<file path="src/rtl/sdram_job_sched.sv">
// sdram_job_sched: two-requester round-robin job scheduler driving the sdram_peri CSR bus.
// Ports: clk_i/rst_i (async active-high); per-requester job inputs (req/rw/addr/len/wdata),
//   client handshakes (wd_ack/rd_valid/rdata/gnt/done/err); CSR bus adr/we/dat_w/dat_r.
module sdram_job_sched #(
  parameter logic [4:0] CSR_BANK     = 5'd1,
  parameter int         RD_LAT       = 1,
  parameter int         POLL_TIMEOUT = 4096
) (
  input  logic        clk_i,
  input  logic        rst_i,
  input  logic [1:0]  req_i,
  input  logic [1:0]  rw_i,
  input  logic [63:0] job_addr_i,
  input  logic [7:0]  job_len_i,
  input  logic [63:0] wdata_i,
  output logic [1:0]  wd_ack_o,
  output logic [31:0] rdata_o,
  output logic [1:0]  rd_valid_o,
  output logic [1:0]  gnt_o,
  output logic [1:0]  done_o,
  output logic [1:0]  err_o,
  output logic [13:0] adr_o,
  output logic        we_o,
  output logic [7:0]  dat_w_o,
  input  logic [7:0]  dat_r_i
);

  localparam int LAT_W  = (RD_LAT > 1) ? $clog2(RD_LAT) : 1;
  localparam int POLL_W = $clog2(POLL_TIMEOUT + 1);

  localparam logic [8:0] REG_STATUS = 9'd0;
  localparam logic [8:0] REG_ADR0   = 9'd1;
  localparam logic [8:0] REG_DAT0   = 9'd5;
  localparam logic [8:0] REG_IDX    = 9'd9;
  localparam logic [8:0] REG_LEN    = 9'd10;
  localparam logic [8:0] REG_CMD    = 9'd11;

  typedef enum logic [3:0] {
    S_IDLE, S_GRANT, S_SET_LEN, S_SET_ADR, S_W_IDX, S_W_DAT, S_START,
    S_POLL_ADR, S_POLL_WAIT, S_R_IDX, S_R_ADR, S_R_WAIT, S_R_VLD, S_DONE
  } state_t;

  state_t              state_q, state_d;
  logic                sel_q, sel_d;     // requester being served
  logic                last_q, last_d;   // requester served last (round-robin pointer)
  logic                rw_q, rw_d;
  logic [3:0]          len_q, len_d;
  logic [31:0]         addr_q, addr_d;
  logic [1:0]          byte_q, byte_d;
  logic [2:0]          word_q, word_d;
  logic [LAT_W-1:0]    wait_q, wait_d;
  logic [POLL_W-1:0]   poll_q, poll_d;
  logic                err_q, err_d;
  logic [31:0]         rdata_q, rdata_d;

  logic                last_word;

  always_ff @(posedge clk_i or posedge rst_i) begin
    if (rst_i) begin
      state_q <= S_IDLE;
      sel_q   <= 1'b0;
      last_q  <= 1'b1;   // so a simultaneous request after reset picks requester 0
      rw_q    <= 1'b0;
      len_q   <= '0;
      addr_q  <= '0;
      byte_q  <= '0;
      word_q  <= '0;
      wait_q  <= '0;
      poll_q  <= '0;
      err_q   <= 1'b0;
      rdata_q <= '0;
    end else begin
      state_q <= state_d;
      sel_q   <= sel_d;
      last_q  <= last_d;
      rw_q    <= rw_d;
      len_q   <= len_d;
      addr_q  <= addr_d;
      byte_q  <= byte_d;
      word_q  <= word_d;
      wait_q  <= wait_d;
      poll_q  <= poll_d;
      err_q   <= err_d;
      rdata_q <= rdata_d;
    end
  end

  assign last_word = ({1'b0, word_q} == (len_q - 4'd1));
  assign rdata_o   = rdata_q;

  always_comb begin
    state_d    = state_q;
    sel_d      = sel_q;
    last_d     = last_q;
    rw_d       = rw_q;
    len_d      = len_q;
    addr_d     = addr_q;
    byte_d     = byte_q;
    word_d     = word_q;
    wait_d     = wait_q;
    poll_d     = poll_q;
    err_d      = err_q;
    rdata_d    = rdata_q;
    adr_o      = '0;
    we_o       = 1'b0;
    dat_w_o    = '0;
    wd_ack_o   = '0;
    rd_valid_o = '0;
    done_o     = '0;
    err_o      = '0;
    gnt_o      = '0;

    // Grant covers every cycle of the job except the done cycle.
    if (state_q != S_IDLE && state_q != S_DONE) gnt_o[sel_q] = 1'b1;

    unique case (state_q)
      S_IDLE: begin
        if (|req_i) begin
          sel_d   = (req_i == 2'b11) ? ~last_q : req_i[1];
          rw_d    = rw_i[sel_d];
          len_d   = job_len_i[{sel_d, 2'b00} +: 4];
          addr_d  = job_addr_i[{sel_d, 5'b00000} +: 32];
          byte_d  = '0;
          word_d  = '0;
          poll_d  = '0;
          err_d   = 1'b0;
          state_d = S_GRANT;
        end
      end
      S_GRANT: begin
        if (len_q == 4'd0 || len_q > 4'd8) begin
          err_d   = 1'b1;
          state_d = S_DONE;
        end else begin
          state_d = S_SET_LEN;
        end
      end
      S_SET_LEN: begin
        adr_o   = {CSR_BANK, REG_LEN};
        we_o    = 1'b1;
        dat_w_o = {4'd0, len_q};
        byte_d  = '0;
        state_d = S_SET_ADR;
      end
      S_SET_ADR: begin
        adr_o   = {CSR_BANK, REG_ADR0 + {7'd0, byte_q}};
        we_o    = 1'b1;
        dat_w_o = addr_q[{byte_q, 3'b000} +: 8];
        byte_d  = byte_q + 2'd1;
        if (byte_q == 2'd3) state_d = rw_q ? S_START : S_W_IDX;
      end
      S_W_IDX: begin
        adr_o   = {CSR_BANK, REG_IDX};
        we_o    = 1'b1;
        dat_w_o = {5'd0, word_q};
        byte_d  = '0;
        state_d = S_W_DAT;
      end
      S_W_DAT: begin
        // wdata is used live: the client holds word k until its ack.
        adr_o   = {CSR_BANK, REG_DAT0 + {7'd0, byte_q}};
        we_o    = 1'b1;
        dat_w_o = wdata_i[{sel_q, byte_q, 3'b000} +: 8];
        byte_d  = byte_q + 2'd1;
        if (byte_q == 2'd3) begin
          wd_ack_o[sel_q] = 1'b1;
          if (last_word) begin
            state_d = S_START;
          end else begin
            word_d  = word_q + 3'd1;
            state_d = S_W_IDX;
          end
        end
      end
      S_START: begin
        adr_o   = {CSR_BANK, REG_CMD};
        we_o    = 1'b1;
        dat_w_o = {7'd0, rw_q};
        poll_d  = '0;
        state_d = S_POLL_ADR;
      end
      S_POLL_ADR: begin
        adr_o   = {CSR_BANK, REG_STATUS};
        wait_d  = LAT_W'(RD_LAT - 1);
        state_d = S_POLL_WAIT;
      end
      S_POLL_WAIT: begin
        if (wait_q != '0) begin
          wait_d = wait_q - 1'b1;
        end else if (dat_r_i[0]) begin
          if (poll_q == POLL_W'(POLL_TIMEOUT - 1)) begin
            err_d   = 1'b1;
            state_d = S_DONE;
          end else begin
            poll_d  = poll_q + 1'b1;
            state_d = S_POLL_ADR;
          end
        end else begin
          word_d  = '0;
          state_d = rw_q ? S_R_IDX : S_DONE;
        end
      end
      S_R_IDX: begin
        adr_o   = {CSR_BANK, REG_IDX};
        we_o    = 1'b1;
        dat_w_o = {5'd0, word_q};
        byte_d  = '0;
        state_d = S_R_ADR;
      end
      S_R_ADR: begin
        adr_o   = {CSR_BANK, REG_DAT0 + {7'd0, byte_q}};
        wait_d  = LAT_W'(RD_LAT - 1);
        state_d = S_R_WAIT;
      end
      S_R_WAIT: begin
        if (wait_q != '0) begin
          wait_d = wait_q - 1'b1;
        end else begin
          rdata_d[{byte_q, 3'b000} +: 8] = dat_r_i;
          byte_d  = byte_q + 2'd1;
          state_d = (byte_q == 2'd3) ? S_R_VLD : S_R_ADR;
        end
      end
      S_R_VLD: begin
        rd_valid_o[sel_q] = 1'b1;
        if (last_word) begin
          state_d = S_DONE;
        end else begin
          word_d  = word_q + 3'd1;
          state_d = S_R_IDX;
        end
      end
      S_DONE: begin
        done_o[sel_q] = 1'b1;
        err_o[sel_q]  = err_q;
        last_d        = sel_q;
        state_d       = S_IDLE;
      end
      default: state_d = S_IDLE;
    endcase
  end

endmodule

</file>
<file path="config.mk">
export PLATFORM = sky130hd
export DESIGN_NAME = sdram_job_sched
export DESIGN_NICKNAME = d
export VERILOG_FILES = /design/src/rtl/sdram_job_sched.sv
export SDC_FILE = /design/constraint.sdc
export NUM_CORES = 1
export LEC_CHECK = 0
export BUFFER_PORTS_ARGS = -buffer_cell sky130_fd_sc_hd__clkbuf_2
export CAP_MARGIN = 20
export CORE_ASPECT_RATIO = 1.4
export CORE_MARGIN = 3
export CORE_UTILIZATION = 45
export CTS_BUF_LIST = sky130_fd_sc_hd__clkbuf_4
export DETAILED_ROUTE_END_ITERATION = 16
export MAX_ROUTING_LAYER = met4
export PLACE_DENSITY = 0.79
export RECOVER_POWER = 100
export SLEW_MARGIN = 15
export SYNTH_ARGS = -nofsm -noshare
export SYNTH_HDL_FRONTEND = slang
export SYNTH_SLANG_ARGS = --single-unit
</file>
<file path="constraint.sdc">
create_clock -name clk_i -period 3.6 [get_ports clk_i]
set_input_delay 0.72 -clock clk_i [delete_from_list [all_inputs] [get_ports clk_i]]
set_output_delay 0.72 -clock clk_i [all_outputs]
set_load 0.02 [all_outputs]
</file>
==> metrics.txt <==
Leak Pwr between 3 and 4 nW; top post-synthesis cells by area dfrtp_1 39%, mux4_2 9.1%, o21ai_0 8.3%; initial antenna violation count 1; largest net degree at the start of global routing 50; Final Max Slew Viols 50; Total Nets Final 1004; Std-Cell Rows just under 50; GRT Resource Usage Total 0.233; final wirelength between 15000 and 20000 um; Setup CP Type flip-flop to output pin; Worst VDD drop 0.347 mV; clock tree from TritonCTS built; die width 103 um; unrepaired setup endpoints after global routing no; Vert. Die Dim approximately 140 um; crit path cell chain buf_2, mux4_2, mux2i_1, o32ai_1, clkbuf_2; die area between 10000 and 15000 um2; post-synthesis sequential area ratio 0.396; Top FF cell, synth dfrtp_1; Vias 5576; DP Wirelength 13000 um; Fmax 0.297 GHz; max-cap violations 1; Placer Congestion 0.909; Worst Setup End Kind output pin; CTS Buf Count 9; clock slew seen by the registers of the worst setup and hold paths 0.14 ns; Post-Route Setup TNS 0 ns; Power Dens Cells 772 nW/um2; number of global-route vias before repair 5101; post-route minimum period roughly 3.4 ns; failing checks capacitance limit, slew limit; number of H-tree levels 3; Layout Cells excl Fill roughly 1000; mapped cell area 5950 um2; Cell variety after synth 57; cts repair resizes 0; Buffers on Ports 205; CP max FO 22; #FFs+latches synth 94; fin util 0.551; DR DRC count 0; final worst path period share 0.935; ratio of cells with drive above 1 in the final layout 0.244; final worst slack 0.235 ns; top-area cell type share of the netlist area 0.391; GRT overflow 0; yosys warns 0; Critical Path Start Type flip-flop; antenna violation net count after detailed routing 0; Cells after Synth 660; commonest non-fill, non-tap cell in the layout clkbuf_2; Sink Count 94; post-route design area 7100 um2; Avg Cell Area, Syn around 9 um2; CP max stage cell mux4_2; Starting Density 0.462; Placed Cells 986; first-pass GRT wire length 26200 um; Clock Tree Buf Depth 2; setup bufs post-CTS 0; Synth async-reset ratio 1.00; placed cell area 7070 um2; slowest stage delay, CP 0.57 ns; Final Hold Fails 0; Clock Skews 0.0217 ns; EDFF count, synth 0; Initial DRC Count 361; type of the worst min-delay path flip-flop to flip-flop; Synth area leader dfrtp_1; Slew headroom -0.436; Top Ports 215; outcome finished with violations; most frequent cells in the layout 156 x clkbuf_2, 128 x nand2_1, 99 x o21ai_0; final setup violation count 0; Clk Latency, worst-skew pair 0.46 ns; pre-CTS setup slack 0.762 ns; root buffer cell clkbuf_4; Core Region 12900 um2; DR pass1 iterations 6; FILL cells between 1000 and 1500; Worst Tran Pin Value 2.14 ns; Post-CTS Hold Fix Bufs 0; Area growth, synth to finish 19.4%; average wire per standard cell 16.6 um; Worst Path Required 2.88 ns; Worst EP arrival around 2.6 ns; vias per inst 5.56
[layer usage]
layer / up-vias / GRT usage / part of all wire / routed length, um
met5: - / - / 0 / 0
met4: 0 / 0.0744 / 0.020 / 337
met3: 28 / 0.0422 / 0.060 / 997
met2: 244 / 0.368 / 0.51 / 8500
met1: 2605 / 0.303 / 0.41 / 6830
li1: 2699 / - / - / -
[per-stage QoR]
step / power, mW / hold WS (ns)
3_5_place_dp: 5.01 / 0.467
2_1_floorplan: 4.10 / 0.445
5_1_grt: 5.95 / 0.505
3_3_place_gp: 4.91 / 0.457
6_report: 5.48 / 0.493
4_1_cts: 5.59 / 0.394
[worst paths after layout]
kind,from,to,slack [ns],cells after the start
max,byte_q[1]$_DFFE_PP0P_,dat_w_o[3],0.24,5
min,rdata_o[12]$_DFFE_PP0P_,rdata_o[12]$_DFFE_PP0P_,0.49,2
max reg2reg,state_q[2]$_DFFE_PP0P_,addr_q[5]$_DFFE_PP0P_,0.65,5
min reg2reg,rdata_o[12]$_DFFE_PP0P_,rdata_o[12]$_DFFE_PP0P_,0.49,2
max in group asynchronous,rst_i,err_q$_DFFE_PP0P_,0.92,3
min in group asynchronous,rst_i,rdata_o[18]$_DFFE_PP0P_,0.79,2
[power by group]
part	internal [mW]	switching (mW)	leakage (nW)
Sequential	1.51	0.391	1.12
Combinational	1.15	1.85	2.07
Clock	0.219	0.367	0.0709
Total	2.88	2.60	3.26
[final cells by class]
class | count | area [um2] | share of cell area
diodes | 1 | 2.50 | 0.000352
multi-input cells | 504 | 3310 | 0.467
inverters | 16 | 61.3 | 0.00864
clock buffers | 10 | 75.1 | 0.0106
repair buffers | 219 | 1040 | 0.147
flip-flops and latches | 94 | 2350 | 0.332
clock inverters | 5 | 58.8 | 0.00828
well taps | 153 | 191 | 0.0270
[state kept, by name (all words and copies together), names as in the netlist, 2 cells and up]
register  flops
poll_q       13
len_q         4
addr_q       32
byte_q        2
rdata_o      32
state_q       4
word_q        3
[cell usage after synthesis (2+ instances only)]
master	n
nand2b_1	12
mux4_2	24
a21boi_0	3
a21o_1	2
clkbuf_1	30
or4_1	5
buf_2	8
o211ai_1	3
xnor2_1	4
a32oi_1	3
nand3b_1	3
buf_6	2
o31ai_1	10
a2111oi_0	2
mux2i_1	49
nor2b_1	5
o21ai_0	99
mux2_2	2
nand2_1	128
or2_1	2
ha_1	10
and2_1	5
and3_1	2
a221o_1	2
a21oi_1	26
nor3b_1	4
or3_1	6
buf_4	9
nand3_1	12
nor3_1	12
buf_1	5
dfrtp_1	93
a31oi_1	2
nand4_1	5
nor2_1	31
inv_1	16
o21a_1	3
o22ai_1	2
[worst max-delay path: cells and delay by family, from the launching register on]
| family | cells | cell delay (ns) |
|---|---|---|
| compound gates | 1 | 0.14 |
| buf+inv | 2 | 0.73 |
| flops | 1 | 0.55 |
| mux | 2 | 0.77 |
[cell families (layout without fill, tap and decap cells)]
group                    Yosys count  in the layout  share of synthesized area
flip-flops                        94             94                      0.396
adder cells (fa/ha/maj)           10             10                     0.0210
AO/OA/AOI/OAI                    167            167                      0.161
multiplexers                      75             75                      0.177
XOR/XNOR                           5              5                    0.00736
AND/OR/NAND/NOR                  238            238                      0.183
other                              1             10                   0.000630
buffers and inverters             70            250                     0.0541
No activity file was read; power rests on OpenSTA's default activity.
